## src/rtl/mips_trace_buffer.sv

```systemverilog
// mips_trace_buffer: captures one {instr_num, flags, result} entry per retired
// instruction and queues it in a FIFO drained through a valid/ready port.
// The head entry lives in a dedicated output register (rd_data_q/rd_valid_q);
// the memory holds the entries queued behind it, so count = memory + head.
module mips_trace_buffer #(
  parameter int DEPTH  = 16,
  parameter int AW     = 4,
  parameter int DROP_W = 8
) (
  input  logic              clk,
  input  logic              rst_n,
  input  logic              capture_en,
  input  logic [5:0]        instr_num,
  input  logic [31:0]       result,
  input  logic              overflow,
  input  logic              equal,
  input  logic              carry,
  output logic              rd_valid,
  input  logic              rd_ready,
  output logic [40:0]       rd_data,
  output logic [AW:0]       count,
  output logic              full,
  output logic [DROP_W-1:0] dropped
);

  typedef enum logic [1:0] {IDLE, ARM, RUN} state_t;

  localparam logic [AW:0] DEPTH_C = (AW+1)'(DEPTH);

  state_t             state_q;
  logic [5:0]         last_num_q;
  logic [40:0]        mem_q [DEPTH];
  logic [AW-1:0]      wptr_q, rptr_q;
  logic [AW:0]        count_q;
  logic               rd_valid_q;
  logic [40:0]        rd_data_q;
  logic [DROP_W-1:0]  dropped_q;

  logic [40:0]        entry_d;
  logic               push_req, pop, accept, load_head, from_mem, head_from_in, mem_wr;
  logic [AW:0]        mem_cnt;

  // Push/pop decisions and routing of the incoming entry (head register or memory)
  always_comb begin
    entry_d      = {instr_num, overflow, equal, carry, result};
    // Leaving IDLE always records the current instruction; afterwards only changes do.
    push_req     = capture_en && ((state_q == IDLE) || (instr_num != last_num_q));
    pop          = rd_valid_q && rd_ready;
    accept       = push_req && ((count_q != DEPTH_C) || pop);
    mem_cnt      = count_q - (AW+1)'(rd_valid_q);
    load_head    = !rd_valid_q || pop;
    from_mem     = load_head && (mem_cnt != '0);
    // With an empty queue behind the head, a new entry goes straight to the head.
    head_from_in = load_head && (mem_cnt == '0) && accept;
    mem_wr       = accept && !head_from_in;
  end

  // Capture FSM: IDLE -> ARM on the arming push, ARM -> RUN, any -> IDLE when disabled
  always_ff @(posedge clk or negedge rst_n) begin
    if (!rst_n) begin
      state_q    <= IDLE;
      last_num_q <= '0;
    end else if (!capture_en) begin
      state_q    <= IDLE;
    end else begin
      case (state_q)
        IDLE: begin
          state_q    <= ARM;
          last_num_q <= instr_num;
        end
        default: begin
          state_q <= RUN;
          if (instr_num != last_num_q) last_num_q <= instr_num;
        end
      endcase
    end
  end

  // Entry storage behind the head; contents are meaningless when not counted
  always_ff @(posedge clk) begin
    if (mem_wr) mem_q[wptr_q] <= entry_d;
  end

  // Pointers, occupancy, registered read port and saturating drop counter
  always_ff @(posedge clk or negedge rst_n) begin
    if (!rst_n) begin
      wptr_q     <= '0;
      rptr_q     <= '0;
      count_q    <= '0;
      rd_valid_q <= 1'b0;
      rd_data_q  <= '0;
      dropped_q  <= '0;
    end else begin
      if (from_mem) begin
        rd_data_q  <= mem_q[rptr_q];
        rd_valid_q <= 1'b1;
        rptr_q     <= rptr_q + 1'b1;
      end else if (head_from_in) begin
        rd_data_q  <= entry_d;
        rd_valid_q <= 1'b1;
      end else if (load_head) begin
        rd_valid_q <= 1'b0;
      end
      if (mem_wr) wptr_q <= wptr_q + 1'b1;
      count_q <= count_q + (AW+1)'(accept) - (AW+1)'(pop);
      if (push_req && !accept && (dropped_q != {DROP_W{1'b1}}))
        dropped_q <= dropped_q + 1'b1;
    end
  end

  assign rd_valid = rd_valid_q;
  assign rd_data  = rd_data_q;
  assign count    = count_q;
  assign full     = (count_q == DEPTH_C);
  assign dropped  = dropped_q;

endmodule

```

## config.mk

```make
export PLATFORM = sky130hd
export DESIGN_NAME = mips_trace_buffer
export DESIGN_NICKNAME = d
export VERILOG_FILES = /design/src/rtl/mips_trace_buffer.sv
export SDC_FILE = /design/constraint.sdc
export NUM_CORES = 1
export LEC_CHECK = 0
export ABC_AREA = 1
export ABC_CLOCK_PERIOD_IN_PS = 6900
export BUFFER_PORTS_ARGS = -buffer_cell sky130_fd_sc_hd__buf_2
export CAP_MARGIN = 40
export CORE_ASPECT_RATIO = 1.4
export CORE_MARGIN = 2
export CORE_UTILIZATION = 46
export CTS_BUF_LIST = sky130_fd_sc_hd__clkbuf_16
export CTS_CLUSTER_SIZE = 40
export DETAILED_ROUTE_END_ITERATION = 12
export PLACE_DENSITY_LB_ADDON = 0.08
export SLEW_MARGIN = 20
export SYNTH_ARGS = -nofsm -noshare
export SYNTH_HDL_FRONTEND = slang
export SYNTH_SLANG_ARGS = --single-unit
```

## constraint.sdc

```tcl
create_clock -name clk -period 6.9 [get_ports clk]
set_input_delay 1.725 -clock clk [delete_from_list [all_inputs] [get_ports clk]]
set_output_delay 1.725 -clock clk [all_outputs]
set_load 0.03 [all_outputs]
```

==> flow_metrics.tcl, run 1 <==
set metrics [dict create \
    cts_tree "built" \
    drt-wirelength-per-cell_um 19.5 \
    worstPathMaxFanout 22 \
    ys_seq_area_share_pct 67.4 \
    clk_pin_slew_worst_paths_ps 60 \
    antenna_found_initial 0 \
    crit_path_end_kind "register" \
    grt_overflow_total 0 \
    dieArea_um2 71400 \
    critPathKind "input port to register" \
    p_per_area_nw_per_um2 402 \
    mostFrequentLayoutCells "nand2_1, edfxtp_1, inv_1, nand3_1, buf_2" \
    start_util_pct 46.3 \
    die_y_um 315 \
    synth_top_family_by_area "simple AND/OR/NAND/NOR gates" \
    synth-simple-area-share_pct 22.7 \
    clkLatencyLatePin_ps 620 \
    root_buffer "clkbuf_16" \
    via_per_inst 5.06 \
    drive_gt1_share_pct 8.53 \
    cts_resized 0 \
    synthCells 3190 \
    port_buffers 100 \
    place_congestion 0.778 \
    synth_warnings 0 \
    synth_compound_area_share_pct 0.271 \
    grt_pass1_wl_um 127000 \
    peakVddDrop_mv 0.264 \
    max_slew.worst_pin.slew_ps 844 \
    layoutNonFillerInstCount 4245 \
    nNetsFinal 3316 \
    synth_mux_area_share_pct 0 \
    clock_sinks 727 \
    hold_viol 0 \
    core_um2 68800 \
    finalCritPeriodShare_pct 59.6 \
    finalCriticalPeriod_ps 4110 \
    area_delta_synth_final_pct 12.5 \
    drt_wl_total_um 82700 \
    status "finished, final reports clean" \
    power_uw 14400 \
    critPathArrivalTime_ps 4380 \
    cellLeakagePower_uw 0.0158 \
    layout_commonest_cell "nand2_1" \
    ant_nets 0 \
    setup_viol 0 \
    synthAdderAreaFrac_pct 0.613 \
    maxCapViolations 0 \
    cts_buffer_depth 3 \
    rsz0062_at_grt "no" \
    timing.fmax_mhz 243 \
    syn_nets 3250 \
    drt-initial-drc-count 1681 \
    syn_area_per_cell_um2 9.98 \
    synth.distinct_cells 29 \
    dp_hpwl_um 47500 \
    fin_util_pct 52.1 \
    drv_slew 0 \
    finalClockSkew_ps 17.6 \
    htree_num_levels 3 \
    grt_pass1_vias 21100 \
    relSlewSlack_pct 43.7 \
    n_antenna_cell 0 \
    critPathLaunchType "input port" \
    critPathRequiredTime_ps 7170 \
    grt_use_total_pct 23.6 \
    tns_ps 0 \
    synthXorXnorAreaFrac_pct 0.550 \
    syn_area_um2 31800 \
    ctsHoldBuffers 0 \
    numCtsBuffers 73 \
    dpl.cell_count 4107 \
    ioPinCount 101 \
    vias 21500 \
    ys_ff_latch 727 \
    die_w_um 226 \
    rows 114 \
    first_pass_iters 5 \
    hp-class "register to register" \
    post_cts_buffers 0 \
    grt_max_degree 141 \
    drcViolationCount 0 \
]
## cells in the mapped netlist, drive strengths merged
master  count  area, µm²
dfrtp      71       1780
buf       106        537
nand4       2       12.5
nor4        1       6.26
edfxtp    656      19700
nand3     537       2690
fa          1       20.0
o211ai      1       7.51
clkbuf     54        203
ha         14        175
nor2       40        163
nor3        3       20.0
inv       515       1930
xor2       14        123
nand3b      1       7.51
xnor2       6       52.6
nand2    1151       4330
o21ai      11       58.8
clkinv      2       7.51
a21oi       4       20.0
## flip-flops by register name, indices dropped and copies added (netlist names)
name	cells
state_q	2
last_num_q	6
wptr_q	4
rptr_q	4
dropped	8
rd_data	41
rd_valid	1
count	5
mem_q	656
## kinds of logic after synthesis
group	Yosys count
flops	727
buf+inv	677
simple gates	1735
xor+xnor	20
compound gates	16
fa+ha+maj	15
## where the power goes
part	internal (µW)	total (µW)	switching (µW)	leakage, µW
logic	1430	4990	3550	0.00783
registers	5340	5710	372	0.00680
clock network	2050	3710	1670	0.00118
## per-layer routing
metal / up-vias / track usage (%) / part of all wire (%)
li1: 10400 / - / -
met1: 10400 / 30.2 / 41
met2: 583 / 41.9 / 51
met3: 128 / 2.81 / 5.0
met4: 0 / 7.45 / 2.6
met5: - / 0 / 0
## final timing paths
check	start	end	slack, ps	cells past startpoint
max in group asynchronous	rst_n	rd_data[16]	4940	3
worst min-delay path	state_q[0]	state_q[0]	430	1
worst max-delay path	instr_num[3]	mem_q[11][4]	2790	13
worst min register to register	state_q[0]	state_q[0]	430	1
worst max register to register	rptr_q[0]	rd_data[4]	3300	12
min in group asynchronous	rst_n	dropped[2]	1000	1
## worst max-delay path: stages
cell     delay, ps
buf_2          330
nand2_1        100
nand2_1         70
inv_1           40
nand2_1         50
nor2_1          40
nand2_1         90
nand2_2        130
nor2_2         230
nand2_1         80
buf_4          280
nor2_4         650
buf_4          510
## through the flow
| step | area (µm²) | hold WS (ps) | worst slack, ps |
|---|---|---|---|
| after floorplan | 31800 | 407 | 2170 |
| after global placement | 33200 | 422 | 1830 |
| after detailed placement | 33600 | 424 | 2110 |
| after CTS | 35800 | 432 | 2750 |
| after global routing | 35800 | 461 | 2490 |
| final | 35800 | 431 | 2790 |
## area by class of cell
class,count,area (µm²)
fillers,6298,32900
flip-flops and latches,727,21500
multi-input cells,1786,7820
inverters,517,1960
clock buffers,73,1830
repair buffers,151,1180
well taps,928,1160
clock inverters,63,394
(Power assumes the default switching activity.)
==> inputs of run 2 (changes only) <==
--- a/config.mk
+++ b/config.mk
@@ -6,7 +6,7 @@
 export NUM_CORES = 1
 export LEC_CHECK = 0
 export ABC_AREA = 1
-export ABC_CLOCK_PERIOD_IN_PS = 6900
+export ABC_CLOCK_PERIOD_IN_PS = 3800
 export BUFFER_PORTS_ARGS = -buffer_cell sky130_fd_sc_hd__buf_2
 export CAP_MARGIN = 40
 export CORE_ASPECT_RATIO = 1.4
==> constraint.sdc (replaced) <==
create_clock -name clk -period 3.8 [get_ports clk]
set_input_delay 0.95 -clock clk [delete_from_list [all_inputs] [get_ports clk]]
set_output_delay 0.95 -clock clk [all_outputs]
set_load 0.03 [all_outputs]
==> flow_metrics.tcl, run 2 (same netlist as run 1, synthesis figures left out) <==
set metrics [dict create \
    status "finished, final reports clean" \
    drt_wl_total_um 82400 \
    cts_resized 0 \
    die_w_um 226 \
    area_delta_synth_final_pct 13.3 \
    start_util_pct 46.3 \
    port_buffers 100 \
    rows 114 \
    seqCellArea_um2 21500 \
    dp_hpwl_um 48000 \
    numCtsBuffers 71 \
    layoutNonFillerInstCount 4268 \
    critPathLaunchType "input port" \
    grt_use_total_pct 23.6 \
    nFillCells 6227 \
    rsz0062_at_grt "no" \
    n_antenna_cell 0 \
    met2_length_um 41200 \
    grt_overflow_total 0 \
    setup_viol 0 \
    via_per_inst 5.05 \
    multiInputGateArea_um2 7810 \
    r2r_end "mem_q[1][16]" \
    fin_util_pct 52.4 \
    final_design_area_no_fill_um2 36100 \
    power_uw 26700 \
    mostFrequentLayoutCells "nand2_1, edfxtp_1, nand3_1" \
    htree_num_levels 3 \
    grt_pass1_wl_um 126000 \
    top_layer "met4" \
    ioPinCount 101 \
    p_per_area_nw_per_um2 739 \
    first_pass_iters 5 \
    hp-class "input port to asynchronous set/reset pin" \
    drt-met1-wl_um 35400 \
    grt_max_degree 156 \
    startpoint "instr_num[0]" \
    finalClockSkew_ps 18.7 \
    drive_gt1_share_pct 9.40 \
    crit_path_end_kind "register" \
    reg2reg_from "count[1]" \
    antenna_found_initial 0 \
    hold_viol 0 \
    critPathKind "input port to register" \
    critPathRequiredTime_ps 4300 \
    clock_sinks 727 \
    met3_length_um 4220 \
    drcViolationCount 0 \
    cts_tree "built" \
    max_slew.worst_pin.slew_ps 854 \
    core_um2 68800 \
    place_congestion 0.788 \
    ctsHoldBuffers 0 \
    drt-wirelength-per-cell_um 19.3 \
    layout_commonest_cell "nand2_1" \
    worstPathMaxFanout 19 \
    nNetsFinal 3342 \
    die_y_um 315 \
    critPathArrivalTime_ps 3280 \
    drt-initial-drc-count 1726 \
    cellLeakagePower_uw 0.0159 \
    cts_buffer_depth 3 \
    relSlewSlack_pct 43.1 \
    maxCapViolations 0 \
    timing.fmax_mhz 359 \
    drv_slew 0 \
    dieArea_um2 71400 \
    grt_pass1_vias 21200 \
    post_cts_buffers 0 \
    ant_nets 0 \
    rr_worst_depth 13 \
    clkLatencyLatePin_ps 620 \
    regMostFlops "mem_q" \
    vias 21600 \
    finalCritPeriodShare_pct 73.3 \
    clk_pin_slew_worst_paths_ps 60 \
    root_buffer "clkbuf_16" \
    finalCriticalPeriod_ps 2780 \
    rrSetupSlack_ps 1080 \
    placed_area_um2 33700 \
    peakVddDrop_mv 0.610 \
    largest_reg_flops 656 \
    dpl.cell_count 4137 \
]
## run 2: changes by cell type in the layout (fill, tap and decap cells not counted), sizes merged
| cell | previous run | this run |
|---|---|---|
| buf | 151 | 179 |
| inv | 545 | 533 |
| bufinv | 3 | 6 |
| clkbuf | 73 | 76 |
| clkinvlp | 4 | 7 |
| clkinv | 28 | 26 |
## run 2: area by class of cell
| type | count | share of cell area, % |
|---|---|---|
| Sequential cell | 727 | 59.6 |
| Clock buffer | 76 | 5.27 |
| Inverter | 517 | 5.42 |
| Timing Repair Buffer | 179 | 3.65 |
| Clock inverter | 55 | 1.18 |
| Tap cell | 928 | 3.22 |
| Multi-Input combinational cell | 1786 | 21.7 |
## run 2: worst max-delay path: stages
cell and delay, ps:
buf_2 300, inv_1 100, nand2_1 70, nand3_1 80, nor2_1 100, nand2_1 120, nand2_2 110, inv_1 60
nor2_1 150, inv_1 80, nand2_1 70, ha_1 160, inv_1 60, fa_1 420, o21ai_0 200, a21oi_1 100
xor2_1 150
## run 2: how the worst max path moves through the flow
stage	slack (ps)	cells past startpoint	endpoint
2_1_floorplan	-160	12	mem_q[0][0]
3_5_place_dp	360	17	count[4]
4_1_cts	980	5	full
6_report	1020	17	count[4]
3_3_place_gp	310	17	count[4]
5_1_grt	760	17	count[4]
## run 2: power breakdown
group	internal [µW]	switching, µW	total [µW]
Sequential	9700	396	10100
Clock	4030	3040	7080
Combinational	2720	6760	9490
Total	16500	10200	26700
## run 2: stage by stage
stage	hold WS [ps]	setup TNS (ps)	setup slack (ps)
floorplan	407	-101550	-155
global placement	418	0	314
detailed placement	423	0	356
CTS	164	0	980
global route	184	0	758
finish	197	0	1020
## run 2: layer usage
| metal | track usage [%] | vias up |
|---|---|---|
| met1 | 31.5 | 10500 |
| met5 | 0 | - |
| li1 | - | 10400 |
| met3 | 3.46 | 103 |
| met4 | 6.34 | 0 |
| met2 | 40.5 | 563 |
